File: config.mk
export PLATFORM = sky130hd
export DESIGN_NAME = pc_sequencer
export DESIGN_NICKNAME = d
export VERILOG_FILES = /design/src/rtl/pc_sequencer.sv
export SDC_FILE = /design/constraint.sdc
export NUM_CORES = 1
export LEC_CHECK = 0
export ABC_AREA = 1
export ABC_CLOCK_PERIOD_IN_PS = 1400
export CORE_ASPECT_RATIO = 1.2
export CORE_MARGIN = 5
export CORE_UTILIZATION = 25
export DETAILED_ROUTE_END_ITERATION = 16
export PLACE_DENSITY = 0.64
export SKIP_CTS_REPAIR_TIMING = 1
export SLEW_MARGIN = 40
export SYNTH_ARGS = -nofsm -noshare
export SYNTH_HDL_FRONTEND = slang
export SYNTH_SLANG_ARGS = --single-unit
File: constraint.sdc
create_clock -name clk -period 1.4 [get_ports clk]
set_input_delay 0.28 -clock clk [delete_from_list [all_inputs] [get_ports clk]]
set_output_delay 0.28 -clock clk [all_outputs]
set_load 0.005 [all_outputs]
File: src/rtl/pc_sequencer.sv
// pc_sequencer: program-counter sequencer that drives an external return stack.
// It selects the next PC from ret/call/jump/branch/sequential in priority
// order, issues push/pop requests, tracks stack occupancy and latches a
// sticky fault on stack overflow or underflow.
module pc_sequencer #(
  parameter int DEPTH = 8,
  parameter int AW    = 12
) (
  input  logic          clk,
  input  logic          rst,
  input  logic          stall,
  input  logic          call,
  input  logic          ret,
  input  logic          jump,
  input  logic          br_taken,
  input  logic [AW-1:0] target,
  input  logic [AW-1:0] stack_top,
  output logic [AW-1:0] pc,
  output logic          stack_push,
  output logic          stack_pop,
  output logic [AW-1:0] stack_wdata,
  output logic [3:0]    depth,
  output logic          fault
);

  typedef enum logic {
    RUN   = 1'b0,
    FAULT = 1'b1
  } state_t;

  state_t        state_q, state_d;
  logic [AW-1:0] pc_q, pc_d;
  logic [3:0]    depth_q, depth_d;
  logic [AW-1:0] pc_inc;

  // Sequential successor; the add truncates to AW bits, so 0xFFF wraps to 0.
  assign pc_inc = pc_q + AW'(1);

  // Next-state, next-PC, occupancy and stack request decode.
  always_comb begin
    // NOTE: every output of this block gets a default first so no path can
    // leave one unassigned, which would otherwise infer a latch.
    state_d    = state_q;
    pc_d       = pc_q;
    depth_d    = depth_q;
    stack_push = 1'b0;
    stack_pop  = 1'b0;

    // Reset, stall and FAULT all freeze the sequencer and silence the stack.
    if (!rst && !stall && (state_q == RUN)) begin
      if (ret) begin
        if (depth_q == 4'd0) begin
          // Underflow: no pop, PC held, fault from the next edge on.
          state_d = FAULT;
        end else begin
          stack_pop = 1'b1;
          pc_d      = stack_top;
          depth_d   = depth_q - 4'd1;
        end
      end else if (call) begin
        if (depth_q == 4'(DEPTH)) begin
          // Overflow: no push, PC held, fault from the next edge on.
          state_d = FAULT;
        end else begin
          stack_push = 1'b1;
          pc_d       = target;
          depth_d    = depth_q + 4'd1;
        end
      end else if (jump || br_taken) begin
        pc_d = target;
      end else begin
        pc_d = pc_inc;
      end
    end
  end

  // State, PC and occupancy registers with synchronous reset.
  always_ff @(posedge clk) begin
    // NOTE: sequential state is assigned with non-blocking <= so every
    // register samples its pre-edge value regardless of statement order.
    if (rst) begin
      state_q <= RUN;
      pc_q    <= '0;
      depth_q <= '0;
    end else begin
      state_q <= state_d;
      pc_q    <= pc_d;
      depth_q <= depth_d;
    end
  end

  assign pc          = pc_q;
  assign depth       = depth_q;
  assign fault       = (state_q == FAULT);
  assign stack_wdata = pc_inc;

endmodule

==> results.yml <==
place:
  port-buffer-count: 61
  hpwl_um: 3730
  place_inst: 373
  gp_congestion: 0.832
clocking:
  cts_made_buffers: 3
  cts_tree: "yes"
  clk_latency_ps: 260
  clockBufferDepth: 2
  clock_sinks: 17
  cts.htree.levels: 1
  clkTransAtPathRegs_ps: 70
  root_buffer: "clkbuf_8"
timing:
  tns_ps: -3230
  worst_pin_slew_ps: 241
  max_freq_mhz: 603
  setup_violations: 24
  fin_ws_ps: -259
  maxSlewViolCount: 0
  maxSlewHeadroom_pct: 83.9
  rsz0062_at_grt: "yes"
  layout_min_cycle_time_ps: 1660
  hold_viol: 0
  fin_crit_sh_pct: 119
  whs_ps: 511
  skew_ps: 1.29
final_layout:
  fin_util_pct: 55.7
  fill_cells: 493
  layoutNonFillerInstCount: 396
  nets: 370
  diodes: 0
  syn_to_final_growth_pct: 118
  drive_above_1_share_pct: 47.0
detailed_routing:
  drt-initial-drc-count: 79
  drt_wl_total_um: 5380
  wl_per_cell_um: 13.6
  dr.pass1.iters: 4
  num_vias: 1841
  drcViolationCount: 0
  vias_per_cell: 4.65
  postRouteAntennaNets: 0
floorplan:
  row_count: 29
  die_h_um: 90.0
  initial_utilization_pct: 25.5
  io_pins: 62
  core_mm2: 0.00523
  die_area_mm2: 0.00690
  die_x_um: 76.7
grt:
  grt_pass1_wl_um: 7430
  grt_max_degree: 23
  grt.total_usage_pct: 12.8
  grt_pass1_vias: 1673
  grt_overflow_total: 0
  antenna_found_initial: 0
critical_path:
  r2r_slack_ps: -100
  crit_type: "reg2out"
  worstPathRequired_ps: 1120
  start_kind: "flip-flop"
  r2r_end: "pc[4]$_SDFFE_PP0P_"
  reg2reg_depth: 10
  timing.rr.start: "depth[1]$_SDFFE_PP0P_"
  cp_max_fo: 4
  cp_data_arrival_time_ps: 1380
  crit_path_end_kind: "primary output"
power_and_ir_drop:
  power_frac_clock_pct: 23.2
  switching_share_pct: 32.9
  p_leak_nw: 1.63
  p_sw_mw: 0.566
  share_comb_of_total_power_pct: 44.4
  p_per_area_mw_per_mm2: 592
  peakVddDrop_mv: 0.414
  p_int_mw: 1.16
  seq_power_share_pct: 32.4
logic_synthesis:
  synth-seq-area-share_pct: 25.5
  synth_top_area_share_pct: 25.5
  synth.distinct_cells: 30
  ys_top_cells_by_area: "dfxtp_1 26%, nand2_1 17%, nor2_1 8.4%"
  ys.flop_type: "dfxtp_1"
  syn_area_per_cell_um2: 6.29
  synthesis.area_mm2: 0.00133
  ys_async_sr_fraction_pct: 0
  synth_nets: 247
  synth_top_area_cell: "dfxtp_1"
  synth-seq-cells: 17
  netlist_instances: 212
  yosysWarnings: 0
  synth_edf_count: 0
min_path:
  hold_class: "in2reg"
  holdPathEnd: "pc[0]$_SDFFE_PP0P_"
  hold_depth: 3
  hold_start: "rst"
outcome:
  outcome: "complete, but fails checks"
  violations: "setup timing"
run:
  maxCapViolations: 0
==> placed cells by master, fill, tap and decap left out, types with 2 or more instances in the layout <==
| cell | instances |
|---|---|
| clkbuf_8 | 3 |
| nor2_2 | 5 |
| xor2_2 | 4 |
| o21ai_1 | 3 |
| dfxtp_4 | 3 |
| a21oi_2 | 9 |
| nand3_1 | 8 |
| nand3_4 | 2 |
| a21oi_1 | 16 |
| inv_2 | 5 |
| nor2_1 | 19 |
| o211ai_1 | 2 |
| nand2_1 | 46 |
| nand3_2 | 3 |
| buf_4 | 50 |
| xnor2_2 | 2 |
| clkbuf_16 | 2 |
| buf_2 | 4 |
| buf_6 | 13 |
| o21ai_0 | 5 |
| nand2_2 | 13 |
| clkbuf_2 | 3 |
| inv_1 | 16 |
| dlymetal6s2s_1 | 26 |
| ha_4 | 2 |
| o21ai_2 | 4 |
| nor2_4 | 8 |
| dfxtp_2 | 13 |
| and2_4 | 2 |
| clkdlybuf4s50_1 | 26 |
| nand4_1 | 2 |
==> logic make-up after synthesis <==
family                     after synthesis  synth area share (%)
and+or+nand+nor                        112                  35.7
AOI/OAI and AO/OA                       42                  18.0
buffers and inverters                   29                  10.6
DFF                                     17                  25.5
xor gates and xnor gates                 8                  5.82
adders and majority gates                4                  4.32
==> through the flow <==
| step | instance area (um^2) | total power, mW | setup WS (ps) |
|---|---|---|---|
| 3_5_place_dp | 2320 | 1.17 | -724 |
| 3_3_place_gp | 2320 | 1.16 | -777 |
| 5_1_grt | 2910 | 1.82 | -324 |
| 2_1_floorplan | 1340 | 0.803 | 11.5 |
| 6_report | 2910 | 1.72 | -259 |
| 4_1_cts | 2360 | 1.56 | -766 |
==> layout make-up <==
class                      count  area, um^2  area share (%)
inverter                      22        95.1            3.27
tap                           62        77.6            2.67
sequential                    17         368            12.6
clock buffer                   4        45.0            1.55
timing repair buffer         125        1210            41.7
multi-input combinational    166        1110            38.2
==> power groups by stage <==
stage	clock network, mW	registers, mW	logic (mW)
finish	0.399	0.559	0.765
global route	0.428	0.562	0.829
CTS	0.406	0.546	0.611
detailed placement	0	0.557	0.608
global placement	0	0.556	0.603
floorplan	0	0.574	0.228
==> critical path: stages (launching register included) <==
cell and delay, ps:
dfxtp_4 370, buf_4 120, nand3_4 80, nor2_4 150
buf_6 120, xor2_2 140, buf_2 140
==> state kept, by name (all words and copies together) (netlist names) <==
register,cells
pc,12
depth,4
fault,1
==> worst max-delay path by stage <==
stage,from,to,slack [ps],depth (start not counted)
floorplan,ret,depth[2]$_SDFFE_PP0P_,10,7
global placement,stall,stack_push,-780,5
detailed placement,stall,stack_push,-720,5
CTS,stall,stack_push,-770,5
global route,pc[2]$_SDFFE_PP0P_,stack_wdata[11],-320,6
finish,pc[1]$_SDFFE_PP0P_,stack_wdata[5],-260,6
==> cell usage after synthesis (2+ instances only) <==
master / number
nand2_1: 59
nor2_1: 30
a21oi_1: 21
inv_1: 21
dfxtp_1: 17
o21ai_0: 12
nand3_1: 11
a21oi_2: 4
xor2_1: 4
and2_1: 3
buf_6: 3
ha_1: 3
xnor2_1: 3
clkbuf_1: 2
nand3_2: 2
nand4_1: 2
o211ai_1: 2
==> routing by layer <==
layer	GRT usage (%)	share of wire [%]	wire (um)	vias up
met5	0	0	0	-
met4	3.06	1.1	60	0
met3	3.20	4.1	220	7
met2	22.9	56	2990	44
met1	15.1	39	2100	867
li1	-	-	-	923
(Power assumes the default switching activity.)
